[config.mk]
export PLATFORM = sky130hd
export DESIGN_NAME = divider
export DESIGN_NICKNAME = d
export VERILOG_FILES = /design/src/rtl/div_pkg.sv /design/src/rtl/div_step.sv /design/src/rtl/divider.sv
export SDC_FILE = /design/constraint.sdc
export NUM_CORES = 1
export LEC_CHECK = 0
export CORE_MARGIN = 4
export CORE_UTILIZATION = 40
export DETAILED_ROUTE_END_ITERATION = 12
export DONT_BUFFER_PORTS = 1
export PLACE_DENSITY_LB_ADDON = 0.12
export SLEW_MARGIN = 5
export SYNTH_ARGS = -nofsm -noshare
export SYNTH_HDL_FRONTEND = slang
export SYNTH_SLANG_ARGS = --single-unit
[constraint.sdc]
create_clock -name clk -period 5.3 [get_ports clk]
set_input_delay 1.325 -clock clk [delete_from_list [all_inputs] [get_ports clk]]
set_output_delay 1.325 -clock clk [all_outputs]
set_load 0.02 [all_outputs]
[src/rtl/div_pkg.sv]
`default_nettype none
// ============================================================================
//  Module      : div_pkg
//  Description : Shared definitions for the iterative divider: default
//                operand width, FSM state encoding and the most-negative
//                two's-complement value used by the overflow special case.
//  Revision    : 1.0 - initial release
// ============================================================================
package div_pkg;

    localparam int DATA_WIDTH = 32;

    typedef enum logic [1:0] {
        IDLE = 2'd0,
        CALC = 2'd1,
        DONE = 2'd2
    } state_t;

    localparam logic [DATA_WIDTH-1:0] INT_MIN = {1'b1, {(DATA_WIDTH-1){1'b0}}};

endpackage : div_pkg
`default_nettype wire

[src/rtl/div_step.sv]
`default_nettype none
// ============================================================================
//  Module      : div_step
//  Description : One restoring shift-subtract step (combinational).
//                Shifts the next dividend bit into the partial remainder,
//                trial-subtracts the divisor and restores on borrow.
//  Ports       : rem_in   - partial remainder, DATA_WIDTH+1 bits
//                divisor  - divisor magnitude
//                dvd_bit  - next dividend bit (MSB first)
//                rem_out  - updated partial remainder
//                q_bit    - quotient bit produced by this step
//  Revision    : 1.0 - initial release
// ============================================================================
module div_step #(
    parameter int DATA_WIDTH = 32
) (
    input  logic [DATA_WIDTH:0]   rem_in,
    input  logic [DATA_WIDTH-1:0] divisor,
    input  logic                  dvd_bit,
    output logic [DATA_WIDTH:0]   rem_out,
    output logic                  q_bit
);

    logic [DATA_WIDTH+1:0] w_shift;
    logic [DATA_WIDTH+1:0] w_diff;
    logic                  w_neg;

    // The partial remainder is always below the divisor, so after the shift
    // it stays below 2^(DATA_WIDTH+1); the top bit of the difference is then
    // a reliable borrow indicator.
    assign w_shift = {rem_in, dvd_bit};
    assign w_diff  = w_shift - {2'b00, divisor};
    assign w_neg   = w_diff[DATA_WIDTH+1];

    assign rem_out = w_neg ? w_shift[DATA_WIDTH:0] : w_diff[DATA_WIDTH:0];
    assign q_bit   = ~w_neg;

endmodule : div_step
`default_nettype wire

[src/rtl/divider.sv]
`default_nettype none
// ============================================================================
//  Module      : divider
//  Description : Multi-cycle signed/unsigned integer divider, one restoring
//                step per clock, valid/ready on both request and result.
//                Quotient truncates toward zero, remainder follows the sign
//                of the dividend. Divide-by-zero and signed MIN/-1 are
//                resolved at accept without iterating.
//  Ports       : clk, resetn (async, active low)
//                in_valid/in_ready, A, B, Signed  - request side
//                out_valid/out_ready, Quotient, Remainder,
//                DivZero, Overflow                - result side
//  Revision    : 1.0 - initial release
// ============================================================================
module divider
    import div_pkg::state_t, div_pkg::IDLE, div_pkg::CALC, div_pkg::DONE;
#(
    parameter int DATA_WIDTH = div_pkg::DATA_WIDTH
) (
    input  logic                  clk,
    input  logic                  resetn,
    input  logic                  in_valid,
    output logic                  in_ready,
    input  logic [DATA_WIDTH-1:0] A,
    input  logic [DATA_WIDTH-1:0] B,
    input  logic                  Signed,
    output logic                  out_valid,
    input  logic                  out_ready,
    output logic [DATA_WIDTH-1:0] Quotient,
    output logic [DATA_WIDTH-1:0] Remainder,
    output logic                  DivZero,
    output logic                  Overflow
);

    localparam int CNT_W = $clog2(DATA_WIDTH);
    localparam logic [CNT_W-1:0]      c_cnt_load = CNT_W'(DATA_WIDTH - 1);
    localparam logic [CNT_W-1:0]      c_cnt_one  = CNT_W'(1);
    localparam logic [DATA_WIDTH-1:0] c_int_min  = {1'b1, {(DATA_WIDTH-1){1'b0}}};

    state_t                r_state;
    logic [DATA_WIDTH-1:0] r_dvd;      // dividend magnitude, quotient bits shift in at the bottom
    logic [DATA_WIDTH-1:0] r_dvs;      // divisor magnitude
    logic [DATA_WIDTH:0]   r_prem;     // partial remainder
    logic [CNT_W-1:0]      r_cnt;
    logic                  r_qneg;
    logic                  r_rneg;
    logic                  r_bypass;   // special case: result already loaded at accept
    logic [DATA_WIDTH-1:0] r_quo;
    logic [DATA_WIDTH-1:0] r_rem;
    logic                  r_dz;
    logic                  r_ov;

    logic                  w_a_neg;
    logic                  w_b_neg;
    logic [DATA_WIDTH-1:0] w_abs_a;
    logic [DATA_WIDTH-1:0] w_abs_b;
    logic                  w_div0;
    logic                  w_ovf;
    logic [DATA_WIDTH:0]   w_prem_next;
    logic                  w_qbit;
    logic [DATA_WIDTH-1:0] w_quo_raw;
    logic [DATA_WIDTH-1:0] w_rem_raw;

    assign w_a_neg = Signed & A[DATA_WIDTH-1];
    assign w_b_neg = Signed & B[DATA_WIDTH-1];
    // Negating MIN yields MIN, which read as unsigned is the correct magnitude.
    assign w_abs_a = w_a_neg ? -A : A;
    assign w_abs_b = w_b_neg ? -B : B;
    assign w_div0  = (B == '0);
    assign w_ovf   = Signed && (A == c_int_min) && (B == '1);

    div_step #(
        .DATA_WIDTH (DATA_WIDTH)
    ) u_step (
        .rem_in  (r_prem),
        .divisor (r_dvs),
        .dvd_bit (r_dvd[DATA_WIDTH-1]),
        .rem_out (w_prem_next),
        .q_bit   (w_qbit)
    );

    // Final-step view: last quotient bit appended, remainder fits DATA_WIDTH.
    assign w_quo_raw = {r_dvd[DATA_WIDTH-2:0], w_qbit};
    assign w_rem_raw = w_prem_next[DATA_WIDTH-1:0];

    assign in_ready  = (r_state == IDLE);
    assign out_valid = (r_state == DONE);
    assign Quotient  = r_quo;
    assign Remainder = r_rem;
    assign DivZero   = r_dz;
    assign Overflow  = r_ov;

    always_ff @(posedge clk or negedge resetn) begin
        if (!resetn) begin
            r_state  <= IDLE;
            r_dvd    <= '0;
            r_dvs    <= '0;
            r_prem   <= '0;
            r_cnt    <= '0;
            r_qneg   <= 1'b0;
            r_rneg   <= 1'b0;
            r_bypass <= 1'b0;
            r_quo    <= '0;
            r_rem    <= '0;
            r_dz     <= 1'b0;
            r_ov     <= 1'b0;
        end else begin
            case (r_state)
                IDLE: begin
                    if (in_valid) begin
                        r_dz     <= 1'b0;
                        r_ov     <= 1'b0;
                        r_bypass <= 1'b0;
                        r_state  <= CALC;
                        if (w_div0) begin
                            r_quo    <= '1;
                            r_rem    <= A;
                            r_dz     <= 1'b1;
                            r_bypass <= 1'b1;
                        end else if (w_ovf) begin
                            r_quo    <= c_int_min;
                            r_rem    <= '0;
                            r_ov     <= 1'b1;
                            r_bypass <= 1'b1;
                        end else begin
                            r_dvd  <= w_abs_a;
                            r_dvs  <= w_abs_b;
                            r_qneg <= w_a_neg ^ w_b_neg;
                            r_rneg <= w_a_neg;
                            r_prem <= '0;
                            r_cnt  <= c_cnt_load;
                        end
                    end
                end

                CALC: begin
                    // Special cases spend exactly one cycle here so their
                    // result appears one edge after accept.
                    if (r_bypass) begin
                        r_state <= DONE;
                    end else begin
                        r_prem <= w_prem_next;
                        r_dvd  <= w_quo_raw;
                        r_cnt  <= r_cnt - c_cnt_one;
                        if (r_cnt == '0) begin
                            r_quo   <= r_qneg ? -w_quo_raw : w_quo_raw;
                            r_rem   <= r_rneg ? -w_rem_raw : w_rem_raw;
                            r_state <= DONE;
                        end
                    end
                end

                DONE: begin
                    if (out_ready) begin
                        r_state <= IDLE;
                    end
                end

                default: r_state <= IDLE;
            endcase
        end
    end

endmodule : divider
`default_nettype wire

==> reports/metrics.cfg, run 1 <==
[sta]
fmax_mhz=197.2
grt_setup_unrepaired=false
layout_setup_ws_ns=0.2291
setup_viol=0
slew_headroom_pct=24.32
drv_slew=0
hold_violations=0
hold_slack_ns=0.4925
timing.setup.tns_ns=0
period_share_pct=95.68
fin_crit_ns=5.071
worst_pin_slew_ns=1.135
finClkSkew_ns=0.01295

[global_route]
grt.busiest_layer=met2
grt_pass1_vias=11095
grt_max_degree=174
grt.total_usage_pct=24.13
overflow=0
gr-usage-met3_pct=4.349
globalRouteMet1Util_pct=32.07
grtUsageMet2_pct=40.44
grt_pass1_wl_mm=66.37
antenna_found_initial=2

[worst_setup_path]
regToRegSetupSlack_ns=0.23
endpoint_kind=flop
worstPathCellList=ha_1 -> a21o_1 -> nand3_2 -> a21oi_1 -> or4_1 -> or4_4 -> and2_2 -> inv_2 -> mux2i_2 -> ha_1 -> nand3b_1 -> or4_1 -> o32a_2 -> or3_1 -> o31ai_1 -> xnor2_1 -> o22ai_1
crit_path_max_fanout=12
required_ns=5.63
slowest_stage=or4_1
worstSetupPathType=reg2reg
cp_top_family=simple AND/OR/NAND/NOR gates
start_kind=flop
path_buf_inv=1
max_stage_delay_ns=0.57
cp.arrival_ns=5.40

[cells_and_area]
diodes=0
nFillCells=3211
drive_above_1_share_pct=7.956
syn2layout_area_growth_pct=8.325
fin_nets=1642
stdcell_area_um2=13870

[pwr]
p_seq_share_pct=23.7
clockPowerShare_pct=13.6
leakage_uw=0.005691
switching_share_pct=50.87
p_int_uw=4375
p_sw_uw=4529
p_per_area_nw_per_um2=641.8
comb_power_share_pct=62.7
ir_drop_uv=334.4

[routing]
viasPerCell=5.961
drt.antenna.violating_nets=0
dr.pass1.iters=5
routed_wl_mm=43.20
vias=11613
drc_errors=0
avgRoutedWirePerCell_um=22.18
drtIter0Drc=877

[placed_design]
pre_cts_slack_ns=0.1567
dp_hpwl_mm=32.77
io_buffers=0
place.gp.congestion=0.9265
place_area_um2=13310

[clocking]
hold_buffers=0
clk-insertion-delay-late_ns=0.45
cts-root-buf=clkbuf_16
cts_setup_buffers=0
clk_pin_slew_ns=0.08
cts_resized=0
cts.sinks=173
cts_made_buffers=17
clk_path_buf_depth=2
cts_htree_levels=4
cts_tree=built

[floorplanning]
die_h_um=186.9
die-width_um=186.9
num_io_pins=137
start_util_pct=40.58
dieArea_um2=34940
rows=65
coreArea_um2=31560

[synthesis]
synth-edff-count=0
synth_ff_type=dfrtp_1
yosysMostFrequentCell=dfrtp_1
yosys_register_bits=173
synth_area_leader_cell=dfrtp_1
yosysTopAreaCellShare_pct=33.81
synthTopCellsByCount=173 x dfrtp_1, 163 x nand2_1, 161 x o21ai_0
async_flop_share_pct=100.0
synth_seq_area_share_pct=33.81
yosysUniqueCellTypes=84
yosys_warnings=0
syn_inst=1569
avgSynthCellArea_um2=8.162
synth_area_leaders=dfrtp_1 34%, o21ai_0 6.3%, xnor2_1 5.9%
synth_nets=1678
synthesis.area_um2=12810

[run]
drv_cap=0

[status]
outcome=complete, no violations

[worst_hold_path]
hp-class=reg2reg

worst register-to-register path, delay by kind of cell, from the launching register on:
| family | cells | cell delay [ns] |
|---|---|---|
| flip-flops | 1 | 0.42 |
| multiplexers | 1 | 0.28 |
| adder cells (fa/ha/maj) | 2 | 0.60 |
| AO/OA/AOI/OAI | 5 | 0.94 |
| XOR/XNOR | 1 | 0.16 |
| buffers and inverters | 1 | 0.19 |
| AND/OR/NAND/NOR | 7 | 2.39 |
final timing paths:
path,from,end,cells after the start
min in group asynchronous,resetn,Quotient[10],0
min,r_dvs[31],r_dvs[31],2
min reg2reg,r_dvs[31],r_dvs[31],2
max in group asynchronous,resetn,r_prem[3],0
max reg2reg,r_prem[25],Remainder[30],17
max,r_prem[25],Remainder[30],17
metrics by stage:
step	cells	util (%)	power [uW]
after floorplan	1569	-	5984
after global placement	1916	42.17	7597
after detailed placement	1916	42.17	7614
after CTS	1948	43.87	8841
after global routing	1948	43.96	9579
final	1948	43.96	8903
registers in the layout (all words and copies together) (netlist names):
name	flops
Remainder	32
r_qneg	1
DivZero	1
r_state	2
r_dvd	32
r_bypass	1
r_prem	33
r_cnt	5
r_dvs	32
Overflow	1
r_rneg	1
Quotient	32
kinds of logic after synthesis:
logic type	after synthesis	share of synthesized area [%]
XOR/XNOR	133	9.096
AND/OR/NAND/NOR	531	19.89
AO/OA/AOI/OAI	496	24.97
multiplexers	41	3.293
flip-flops	173	33.81
adder cells (fa/ha/maj)	40	3.967
buffers and inverters	155	4.973
layout make-up:
cell class | instances | area, um^2 | area share (%)
Timing Repair Buffer | 41 | 370.4 | 2.670
Sequential cell | 173 | 4329 | 31.21
Clock buffer | 21 | 450.4 | 3.247
Multi-Input combinational cell | 1241 | 7913 | 57.04
Inverter | 59 | 221.5 | 1.596
Tap cell | 402 | 503.0 | 3.626
Clock inverter | 11 | 85.08 | 0.6133
layout by cell type (no fill, tap or decap), types with 22 or more instances in the layout:
cell type / netlist / routed
dfrtp_1: 173 / 173
nand2_1: 163 / 163
o21ai_0: 161 / 160
nor2_1: 152 / 152
a21oi_1: 132 / 132
xnor2_1: 86 / 86
inv_1: 58 / 58
xor2_1: 47 / 47
nor3_1: 39 / 38
buf_4: 3 / 36
ha_1: 39 / 34
mux2i_1: 32 / 31
o31ai_1: 32 / 30
nand3_1: 27 / 27
or3_1: 22 / 22
layer usage:
metal	up-vias	share of wire [%]
li1	5620	-
met1	5557	44
met2	378	48
met3	58	6.0
met4	0	2.4
met5	-	0
power groups by stage:
stage / Sequential (uW) / Combinational (uW) / Clock (uW)
global placement: 2120 / 5480 / 0
detailed placement: 2130 / 5490 / 0
finish: 2110 / 5580 / 1210
global route: 2170 / 6120 / 1290
CTS: 2100 / 5510 / 1230
floorplan: 1940 / 4040 / 0
Note: power is estimated with default switching activity, not from simulation.
==> run 2: changes to the inputs <==
- clock period: 5.3 -> 4.3 ns (I/O delays scaled with it)
==> reports/metrics.cfg, run 2 (same netlist as run 1, synthesis figures left out) <==
[status]
outcome=complete, but fails checks  ; was complete, no violations
violations=negative setup slack

[pwr]
p_per_area_nw_per_um2=801.2  ; was 641.8 nW/um^2
leakage_uw=0.006760  ; was 0.005691 uW
ir_drop_uv=362.1  ; was 334.4 uV

[global_route]
grt.total_usage_pct=23.43  ; was 24.13%
globalRouteMet1Util_pct=31.58  ; was 32.07%
overflow=0  ; unchanged
grt_pass1_wl_mm=66.33  ; was 66.37 mm
grtUsageMet2_pct=38.32  ; was 40.44%
grt_pass1_vias=11834  ; was 11095
grt_max_degree=174  ; unchanged
antenna_found_initial=2  ; unchanged
gr-usage-met3_pct=5.021  ; was 4.349%
grt.busiest_layer=met2  ; unchanged

[run]
drv_cap=0  ; unchanged

[placed_design]
dp_hpwl_mm=31.81  ; was 32.77 mm
io_buffers=0  ; unchanged
placed_cells=2093  ; was 1916
place_area_um2=14680  ; was 13310 um^2
place.gp.congestion=0.9068  ; was 0.9265

[floorplanning]
num_io_pins=137  ; unchanged
die_h_um=186.9  ; unchanged
rows=65  ; unchanged
coreArea_um2=31560  ; unchanged
dieArea_um2=34940  ; unchanged
start_util_pct=40.58  ; unchanged
die-width_um=186.9  ; unchanged

[sta]
hold_slack_ns=0.3160  ; was 0.4925 ns
setup_viol=6  ; was 0
fin_crit_ns=4.473  ; was 5.071 ns
drv_slew=0  ; unchanged
finClkSkew_ns=0.01747  ; was 0.01295 ns
layout_setup_ws_ns=-0.1731  ; was 0.2291 ns
grt_setup_unrepaired=true  ; was false
slew_headroom_pct=26.57  ; was 24.32%
timing.setup.tns_ns=-0.5662  ; was 0 ns
period_share_pct=104.0  ; was 95.68%
hold_violations=0  ; unchanged
worst_pin_slew_ns=1.101  ; was 1.135 ns
fmax_mhz=223.6  ; was 197.2 MHz

[routing]
drtIter0Drc=884  ; was 877
drc_errors=0  ; unchanged
vias=12186  ; was 11613
viasPerCell=5.676  ; was 5.961
avgRoutedWirePerCell_um=19.48  ; was 22.18 um
drt.antenna.violating_nets=0  ; unchanged
routed_wl_mm=41.82  ; was 43.20 mm
dr.pass1.iters=6  ; was 5

[cells_and_area]
fin_nets=1841  ; was 1642
drive_above_1_share_pct=21.72  ; was 7.956%
final_common_cell=buf_4  ; was dfrtp_1
final_cell_count_no_fill=2147  ; was 1948
diodes=0  ; unchanged
largest_register_ffs=33  ; unchanged
layout_common_cells=235 x buf_4, 172 x dfrtp_1, 163 x nand2_1  ; was 173 x dfrtp_1, 163 x nand2_1, 160 x o21ai_0
syn2layout_area_growth_pct=23.88  ; was 8.325%
largest-register=r_prem  ; unchanged
stdcell_area_um2=15860  ; was 13870 um^2

[clocking]
hold_buffers=0  ; unchanged
cts_tree=built  ; unchanged
clk_path_buf_depth=2  ; unchanged
cts.sinks=173  ; unchanged
cts-root-buf=clkbuf_16  ; unchanged
cts_htree_levels=4  ; unchanged
clk-insertion-delay-late_ns=0.46  ; was 0.45 ns
clk_pin_slew_ns=0.08  ; about the same
cts_made_buffers=17  ; unchanged

[worst_setup_path]
required_ns=4.62  ; was 5.63 ns
start_kind=flop  ; unchanged
cp.arrival_ns=4.80  ; was 5.40 ns
worst-r2r-cell-count=18  ; was 17
worstSetupPathType=reg2reg  ; unchanged
endpoint_kind=flop  ; unchanged
crit_path_max_fanout=5  ; was 12

[worst_hold_path]
hp-class=in2async  ; was reg2reg

run 2: cell count changes in the layout (fill, tap and decap cells not counted), moves of 4 or more:
cell | previous run | this run
inv_1 | 58 | 50
a21oi_1 | 132 | 125
a21oi_2 | 3 | 10
buf_4 | 36 | 235
ha_1 | 34 | 26
a221oi_1 | 19 | 15
inv_2 | 1 | 8
ha_4 | 0 | 11
o31ai_1 | 30 | 26
clkinv_8 | 0 | 4
inv_8 | 0 | 6
run 2: metal layers:
layer  vias to the layer above  share of wire, %  wire, um
li1                       6026                 -         -
met1                      5774                46     19070
met2                       329                46     19250
met3                        57               6.1      2536
met4                         0               2.3       965
met5                         -                 0         0
run 2: repair_timing:
| action | in CTS | in global routing |
|---|---|---|
| buffers inserted | 15 | 7 |
| endpoints found under the hold margin | 0 | 0 |
| gates resized for setup | 47 | 23 |
| setup endpoints to repair | 12 | 16 |
| gates cloned | 0 | 0 |
| pin swaps | 27 | 24 |
run 2: through the flow:
stage          util [%]  setup WS, ns  power (uW)
6_report          50.27       -0.1731       12710
4_1_cts           49.73       -0.1422       12450
5_1_grt           50.27       -0.3251       13730
3_5_place_dp      46.53       -0.2993       10320
2_1_floorplan         -       -0.3416        7486
3_3_place_gp      46.53       -0.2376       10260
run 2: critical path, stage by stage, from the launching register on:
cell,delay (ns)
dfrtp_1,0.36
inv_2,0.06
ha_1,0.29
nor2b_4,0.13
o2111ai_2,0.21
a21oi_2,0.10
o2111a_1,0.29
or4_4,0.49
and2_4,0.20
inv_8,0.06
mux2i_4,0.22
ha_2,0.21
nand3b_1,0.12
or4_4,0.43
o32a_1,0.27
or3_4,0.46
o31ai_4,0.18
xnor2_1,0.14
o22ai_1,0.10
run 2: cell type report:
| class | count | area (um^2) |
|---|---|---|
| Tap cell | 402 | 503.0 |
| Fill cell | 3054 | 15690 |
| Timing Repair Buffer | 240 | 1847 |
| Clock inverter | 15 | 173.9 |
| Clock buffer | 17 | 425.4 |
| Sequential cell | 173 | 4330 |
| Inverter | 59 | 229.0 |
| Multi-Input combinational cell | 1241 | 8356 |
run 2: path summary, 6_finish.rpt:
check / from / endpoint / slack [ns]
hold / removal: resetn / Quotient[1] / 0.32
min in group clk: r_dvs[31] / r_dvs[31] / 0.50
max in group asynchronous: resetn / r_prem[27] / 3.77
setup / recovery: r_dvs[1] / Remainder[28] / -0.17
hold reg to reg: r_dvs[31] / r_dvs[31] / 0.50
setup reg to reg: r_dvs[1] / Remainder[28] / -0.17
run 2: power by group:
group / total, uW / switching, uW / internal (uW)
clock: 1610 / 820 / 786
combinational: 8590 / 4660 / 3930
sequential: 2510 / 444 / 2070
==> run 3: changes to the inputs <==
- CELL_PAD_IN_SITES_DETAIL_PLACEMENT: default -> 0
- CELL_PAD_IN_SITES_GLOBAL_PLACEMENT: default -> 2
- CORE_UTILIZATION: 40 -> 28
==> reports/metrics.cfg, run 3 (same netlist as run 1, synthesis figures left out) <==
[cells_and_area]
layout_common_cells=278 x buf_4, 170 x dfrtp_1, 162 x nand2_1  ; was 235 x buf_4, 172 x dfrtp_1, 163 x nand2_1
stdcell_area_um2=16540  ; was 15860 um^2
final_common_cell=buf_4  ; unchanged
diodes=0  ; unchanged
fin_nets=1887  ; was 1841
syn2layout_area_growth_pct=29.15  ; was 23.88%
nFillCells=4762  ; was 3054
multi_input_area_um2=8434  ; was 8356 um^2
final_cell_count_no_fill=2390  ; was 2147
drive_above_1_share_pct=24.47  ; was 21.72%
largest_register_ffs=33  ; unchanged
seq_area_um2=4333  ; was 4330 um^2
largest-register=r_prem  ; unchanged

[sta]
slew_headroom_pct=27.51  ; was 26.57%
finClkSkew_ns=0.01038  ; was 0.01747 ns
layout_setup_ws_ns=-0.1422  ; was -0.1731 ns
hold_violations=0  ; unchanged
setup_viol=6  ; unchanged
drv_slew=0  ; unchanged
fin_crit_ns=4.442  ; was 4.473 ns
worst_pin_slew_ns=1.087  ; was 1.101 ns
grt_setup_unrepaired=true  ; unchanged
period_share_pct=103.3  ; was 104.0%
fmax_mhz=225.1  ; was 223.6 MHz

[run]
drv_cap=0  ; unchanged

[clocking]
clk_pin_slew_ns=0.07  ; was 0.08 ns
cts_made_buffers=17  ; unchanged
cts.sinks=173  ; unchanged
cts_tree=built  ; unchanged
clk-insertion-delay-late_ns=0.47  ; was 0.46 ns
cts_htree_levels=4  ; unchanged
clk_path_buf_depth=2  ; unchanged
cts-root-buf=clkbuf_16  ; unchanged

[worst_setup_path]
required_ns=4.64  ; was 4.62 ns
cp.arrival_ns=4.78  ; was 4.80 ns
endpoint_kind=flop  ; unchanged
cpMostUsedCell=or4_4  ; unchanged
worst-path-stages=18  ; unchanged
worst-r2r-cell-count=18  ; unchanged
path_buf_inv=2  ; unchanged
max_stage_delay_ns=0.49  ; about the same
slowest_stage=or4_4  ; unchanged
cp_top_family=simple AND/OR/NAND/NOR gates  ; unchanged
worstPathCellList=inv_2 -> ha_4 -> nor2b_4 -> o2111ai_2 -> a21oi_2 -> o2111a_1 -> or4_4 -> and2_4 -> inv_8 -> mux2i_4 -> ha_2 -> nand3b_1 -> or4_4 -> o32a_1 -> or3_4 -> o31ai_4 -> xnor2_1 -> o22ai_1  ; was inv_2 -> ha_1 -> nor2b_4 -> o2111ai_2 -> a21oi_2 -> o2111a_1 -> or4_4 -> and2_4 -> inv_8 -> mux2i_4 -> ha_2 -> nand3b_1 -> or4_4 -> o32a_1 -> or3_4 -> o31ai_4 -> xnor2_1 -> o22ai_1
worstSetupPathType=reg2reg  ; unchanged
start_kind=flop  ; unchanged
crit_path_max_fanout=5  ; unchanged

[floorplanning]
coreArea_um2=45280  ; was 31560 um^2
rows=78  ; was 65
die-width_um=221.9  ; was 186.9 um
num_io_pins=137  ; unchanged
die_h_um=221.9  ; was 186.9 um
dieArea_um2=49220  ; was 34940 um^2
start_util_pct=28.28  ; was 40.58%

[global_route]
grt_pass1_vias=12183  ; was 11834
grt_pass1_wl_mm=74.55  ; was 66.33 mm
grt_max_degree=174  ; unchanged
overflow=0  ; unchanged
antenna_found_initial=2  ; unchanged
grt.total_usage_pct=19.31  ; was 23.43%

[placed_design]
dp_hpwl_mm=37.18  ; was 31.81 mm
io_buffers=0  ; unchanged
place_area_um2=15240  ; was 14680 um^2
place.gp.congestion=0.8721  ; was 0.9068
placed_cells=2326  ; was 2093

[worst_hold_path]
hp-class=in2async  ; unchanged

[routing]
drt.antenna.violating_nets=0  ; unchanged
avgRoutedWirePerCell_um=20.22  ; was 19.48 um
vias=12282  ; was 12186
viasPerCell=5.139  ; was 5.676
drc_errors=0  ; unchanged
routed_wl_mm=48.33  ; was 41.82 mm
drtIter0Drc=768  ; was 884
dr.pass1.iters=5  ; was 6

[pwr]
leakage_uw=0.007042  ; was 0.006760 uW
ir_drop_uv=329.3  ; was 362.1 uV
p_per_area_nw_per_um2=810.5  ; was 801.2 nW/um^2

[status]
violations=negative setup slack  ; unchanged
outcome=complete, but fails checks  ; unchanged

-- run 3: worst paths after layout --
check / from / end / slack, ns
worst max register to register: r_dvs[1] / Remainder[30] / -0.14
max in group asynchronous: resetn / r_dvs[0] / 3.53
worst min-delay path: resetn / Quotient[8] / 0.30
min in group clk: r_dvs[31] / r_dvs[31] / 0.49
worst max-delay path: r_dvs[1] / Remainder[30] / -0.14
worst min register to register: r_dvs[31] / r_dvs[31] / 0.49
-- run 3: area by class of cell --
class	instances	area share (%)
Multi-Input combinational cell	1241	51.00
Sequential cell	173	26.20
Tap cell	600	4.539
Inverter	59	1.384
Timing Repair Buffer	286	13.48
Clock buffer	20	2.761
Clock inverter	11	0.6355
-- run 3: per-layer routing --
metal | track usage, % | part of all wire, % | vias up
li1 | - | - | 6106
met1 | 26.61 | 48 | 5897
met2 | 31.26 | 46 | 233
met3 | 3.442 | 3.8 | 46
met4 | 5.362 | 2.1 | 0
met5 | 0 | 0 | -
-- run 3: timing repair --
| action | 4_1_cts | 5_1_grt |
|---|---|---|
| endpoints found under the setup margin | 14 | 22 |
| gates resized for setup | 35 | 56 |
| gates cloned | 0 | 0 |
| pin swaps | 23 | 23 |
| buffers inserted | 24 | 10 |
| hold buffers | 0 | 0 |
-- run 3: power by group --
group | total [uW] | switching, uW | internal [uW]
logic | 9220 | 4910 | 4320
clock network | 1580 | 743 | 832
registers | 2610 | 535 | 2070
total | 13400 | 6190 | 7220
-- run 3: metrics by stage --
stage | setup TNS (ns) | setup WS, ns | hold WS [ns] | utilization (%) | total power, uW
3_5_place_dp | -2.294 | -0.3487 | 0.4783 | 33.65 | 10830
4_1_cts | -0.9385 | -0.1768 | 0.2751 | 35.77 | 13090
5_1_grt | -2.651 | -0.3522 | 0.2679 | 36.52 | 14500
6_report | -0.5053 | -0.1422 | 0.3001 | 36.52 | 13410
3_3_place_gp | -1.655 | -0.2867 | 0.4700 | 33.65 | 10820
2_1_floorplan | -1.474 | -0.3416 | 0.4498 | - | 7486
==> variant 1 (config.mk and constraints of run 2) <==
Reset style: synchronous (`resetn`), changed in one clocked block. Comments in the files are not updated.
--- a/src/rtl/divider.sv
+++ b/src/rtl/divider.sv
@@ -90,7 +90,7 @@
     assign DivZero   = r_dz;
     assign Overflow  = r_ov;
 
-    always_ff @(posedge clk or negedge resetn) begin
+    always_ff @(posedge clk) begin
         if (!resetn) begin
             r_state  <= IDLE;
             r_dvd    <= '0;
Function: differs if resetn is asserted again (counterexample within 4 cycles, from zero or initial values and one cycle with resetn low); with resetn held inactive, the same outputs for 4 cycles.
==> variant 1 against run 2 <==
  * The run still ends with negative setup slack left
  * First-iteration DRC count is 8.8% higher
  * Worst setup slack gained 0.17 ns
  * Sequential cell count stayed put
  * Cell count is essentially flat
  * Routed wire length decreased by 1.2%
  * Area after synthesis decreased by 3.5%
  * Count of clock-buffer cells in the layout stayed put
  * Design area decreased by 6.7%
Power is not compared: it rests on default switching activity, and its combinational part moved more than twofold at a synthesized area within 25%.
==> variant 1: results (changes against run 2) <==
run_status:
  outcome: "finished with violations"  # unchanged
  violations: "negative setup slack"  # unchanged
global_routing:
  first_global_vias: 11800  # about the same
  antenna_found_initial: 0  # was 2
  use_met2_pct: 38.8  # was 38.3%
  grt_max_degree: 75  # was 174
  track_usage_pct: 24.1  # was 23.4%
  grt_pass1_wl_mm: 65.4  # was 66.3 mm
  met1_usage_pct: 33.0  # was 31.6%
  grt_use_met3_pct: 4.21  # was 5.02%
detailed_routing:
  dr_wl_met3_mm: 2.43  # was 2.54 mm
  wl_per_cell_microns: 19.2  # was 19.5 microns
  wl_met1_mm: 19.4  # was 19.1 mm
  met2_length_mm: 18.7  # was 19.2 mm
  firstDrtPassIters: 7  # was 6
  first_iter_violations: 962  # was 884
synthesis:
  ys_seq_area_share_pct: 28.0  # was 33.8%
  yosys-top-cells-area: "dfxtp_1 28%, nor2_1 7.8%, a21oi_1 6.4%, xnor2_1 5.4%, xor2_1 4.4%"  # was dfrtp_1 34%, o21ai_0 6.3%, xnor2_1 5.9%, a21oi_1 5.2%, nand2_1 4.8%
  async_reset_ff_share_pct: 0  # was 100%
  synth_common_cells: "257 x nor2_1, 173 x dfxtp_1, 157 x a21oi_1"  # was 173 x dfrtp_1, 163 x nand2_1, 161 x o21ai_0
  synth_xor_area_share_pct: 9.78  # was 9.10%
  synth_nets: 1774  # was 1,678
  synthAdderAreaFrac_pct: 4.11  # was 3.97%
  synth_ff_type: "dfxtp_1"  # was dfrtp_1
  synth_compound_area_share_pct: 27.1  # was 25.0%
  synthMuxAreaShare_pct: 1.81  # was 3.29%
timing:
  setup_violations: 1  # was 6
  layout_setup_ws_ns: -0.00791  # was -0.173 ns
  skew_ns: 0.00723  # was 0.0175 ns
  relSlewSlack_pct: 42.1  # was 26.6%
setup_path:
  timing.critical_path.from: "r_dvd[31]$_SDFFE_PN0P_"  # was r_dvs[1]$_DFFE_PN0P_
  critPathMaxStageDelay_ns: 0.57  # was 0.49 ns
  rr_worst_depth: 17  # was 18
  cp.arrival_ns: 4.69  # was 4.80 ns
  cp_top_family: "compound AO/OA/AOI/OAI gates"  # was simple AND/OR/NAND/NOR gates
  crit_fanout: 4  # was 5
power_and_ir_drop:
  vdd_ir_drop_max_mv: 0.296
placed_design:
  place_area_sq_mm: 0.0137  # was 0.0147 sq mm
  post-place-ws_ns: -0.0720  # was -0.299 ns
  dpl.hpwl_mm: 31.8  # about the same
  gp_congestion: 0.915  # was 0.907
hold_path:
  hold_path.class: "reg2reg"  # was in2async
clocking:
  cts-buffers-inserted: 17  # unchanged
  clockBufferDepth: 2  # unchanged
layout:
  drive_gt1_share_pct: 17.6  # was 21.7%
## variant 1: changes by cell type in the layout (fill, tap and decap cells not counted), moves of 16 or more
cell and delta:
dfxtp_1 +165, buf_4 -71, nor2_1 +103, a22oi_1 +19
o211ai_1 +16, nand2_1 -33, a21oi_1 +23, o21ai_0 -66
a211oi_1 +42, dfrtp_1 -172
## variant 1: through the flow
step / util, % / hold WS, ns / instances / setup TNS (ns) / power, uW
floorplan: - / 0.430 / 1665 / -0.188 / 3400
global placement: 45.0 / 0.439 / 2107 / -0.0676 / 4060
detailed placement: 45.0 / 0.446 / 2107 / -0.0720 / 4070
CTS: 47.2 / 0.454 / 2140 / 0 / 5860
global route: 48.5 / 0.480 / 2149 / -0.927 / 6290
finish: 48.5 / 0.452 / 2149 / -0.00791 / 5940
## variant 1: where the power goes
group	leakage, uW	switching (uW)	total, uW	internal, uW
combinational	0.00387	1310	2240	927
clock	0.000316	764	1760	999
sequential	0.00141	179	1940	1760
## variant 1: final timing paths
check	endpoint	slack [ns]
max	Remainder[29]$_SDFFE_PN0P_	-0.008
min	r_dvs[20]$_SDFFE_PN0P_	0.45
max reg2reg	Remainder[29]$_SDFFE_PN0P_	-0.008
min reg2reg	r_dvs[20]$_SDFFE_PN0P_	0.45
## variant 1: final cells by class
cell class	count	area, sq um
clock buffers	17	425
clock inverters	15	223
fillers	3056	15700
inverters	61	231
multi-input cells	1315	8570
flip-flops and latches	173	3470
well taps	396	495
repair buffers	172	1380
## variant 1: what timing repair did
action                                  4_1_cts  5_1_grt
endpoints found under the setup margin        3       18
gates resized for setup                       3       63
pin swaps                                     1       35
setup buffers                                 1       10
==> variant 2 (settings of run 2) <==
Made on the original files. `DATA_WIDTH` is set to 32 in 2 places; all go to 64.
--- a/src/rtl/div_pkg.sv
+++ b/src/rtl/div_pkg.sv
@@ -8,7 +8,7 @@
 // ============================================================================
 package div_pkg;
 
-    localparam int DATA_WIDTH = 32;
+    localparam int DATA_WIDTH = 64;
 
     typedef enum logic [1:0] {
         IDLE = 2'd0,
--- a/src/rtl/div_step.sv
+++ b/src/rtl/div_step.sv
@@ -12,7 +12,7 @@
 //  Revision    : 1.0 - initial release
 // ============================================================================
 module div_step #(
-    parameter int DATA_WIDTH = 32
+    parameter int DATA_WIDTH = 64
 ) (
     input  logic [DATA_WIDTH:0]   rem_in,
     input  logic [DATA_WIDTH-1:0] divisor,
Ports: changed (resized A, B, Quotient and Remainder); port bits go from 137 to 265. No check against the original RTL was run, so the function may have changed too.
==> variant 2 against run 2 <==
  * The run still ends with negative setup slack left
  * Area after synthesis rose by 110%
  * Sequential cell count rose by 161
  * Global-route usage rose by 6.8 points
  * Routed wire length rose to 2.7 times the old value
  * Worst setup slack got worse by 0.37 ns
  * Design area rose by 120%
  * Sequential power rose by 150%
  * Synthesized cell count rose by 120%
  * Count of clock-buffer cells in the layout rose by 37
  * Power rose by 74%
  * Critical endpoint is now Remainder[56]$_DFFE_PN0P_
  * Largest power group unchanged
==> variant 2: results (changes against run 2) <==
layout:
  multi_input_area_share_pct: 51.3  # was 52.7%
  final-seq-area_sq_mm: 0.00836  # was 0.00433 sq mm
  fin_nets: 4227  # was 1,841
  bufAreaShareNonClock_pct: 17.2  # was 11.6%
  seq-cell-share_pct: 23.6  # was 27.3%
timing:
  layout_setup_ws_ns: -0.544  # was -0.173 ns
  setup_violations: 52  # was 6
placed_design:
  place_area_sq_mm: 0.0324  # was 0.0147 sq mm
run_status:
  outcome: "finished with violations"  # unchanged
  violations: "negative setup slack"  # unchanged
clocking:
  cts-buffers-inserted: 41  # was 17
global_routing:
  track_usage_pct: 30.2  # was 23.4%
  use_met2_pct: 46.4  # was 38.3%
synthesis:
  synth_common_cells: "404 x nand2_1, 372 x nor2_1, 358 x o21ai_0"  # was 173 x dfrtp_1, 163 x nand2_1, 161 x o21ai_0
  yosysUniqueCellTypes: 101  # was 84
  yosys-top-cells-area: "dfrtp_1 32%, o21ai_0 6.8%, a21oi_1 6.7%, nand2_1 5.8%, nor2_1 5.3%"  # was dfrtp_1 34%, o21ai_0 6.3%, xnor2_1 5.9%, a21oi_1 5.2%, nand2_1 4.8%
  synth.avg_cell_area_sq_um: 7.69  # was 8.16 sq um
  ys_seq_area_share_pct: 31.7  # was 33.8%
detailed_routing:
  dr_wl_met3_mm: 8.97  # was 2.54 mm
  wl_met1_mm: 50.3  # was 19.1 mm
  first_iter_violations: 2571  # was 884
setup_path:
  cp.arrival_ns: 5.36  # was 4.80 ns
  crit_slowest_cell: "nor4_4"  # was or4_4
  rr_worst_depth: 23  # was 18
power_and_ir_drop:
  vdd_ir_drop_max_mv: 0.502  # was 0.362 mV
  pg_comb_uw: 12400  # was 8590 uW
  pwr-share-seq_pct: 27.9  # was 19.8%
==> variant 2: cell count changes after synthesis, sizes merged, moves of 66 or more <==
cell,change
a21oi,+223
nand2,+243
dfrtp,+161
o21ai,+211
clkbuf,+69
xnor2,+66
nor2,+220
==> variant 2: logic make-up after synthesis <==
logic type | Yosys count | share of synthesized area, %
AO/OA/AOI/OAI | 1106 | 25.6
XOR/XNOR | 264 | 8.77
adder cells (fa/ha/maj) | 72 | 3.45
buffers and inverters | 318 | 4.97
flip-flops | 334 | 31.7
multiplexers | 60 | 2.33
AND/OR/NAND/NOR | 1275 | 23.2
==> variant 2: what timing repair did <==
item / CTS / global route
endpoints found under the setup margin: 85 / 87
buffers inserted: 40 / 14
resized for setup: 160 / 95
gates cloned: 0 / 0
hold buffers: 0 / 0
pin swaps: 67 / 52
==> variant 2: worst min-delay path by stage <==
stage	from	to	slack [ns]	cells after the start
after floorplan	r_dvs[1]$_DFFE_PN0P_	r_dvs[1]$_DFFE_PN0P_	0.45	2
after global placement	r_dvs[57]$_DFFE_PN0P_	r_dvs[57]$_DFFE_PN0P_	0.46	2
after detailed placement	r_dvs[57]$_DFFE_PN0P_	r_dvs[57]$_DFFE_PN0P_	0.47	2
after CTS	resetn	Quotient[56]$_DFFE_PN0P_	0.17	0
after global routing	resetn	Quotient[58]$_DFFE_PN0P_	0.17	0
final	resetn	Quotient[59]$_DFFE_PN0P_	0.20	0
==> variant 2: worst reg2reg max path: cells and delay by family (launching register included) <==
kind	cells	cell delay, ns
AOI/OAI and AO/OA	6	1.11
adders and majority gates	2	0.52
buffers and inverters	4	0.50
DFF	1	0.34
muxes	1	0.29
and+or+nand+nor	10	2.00
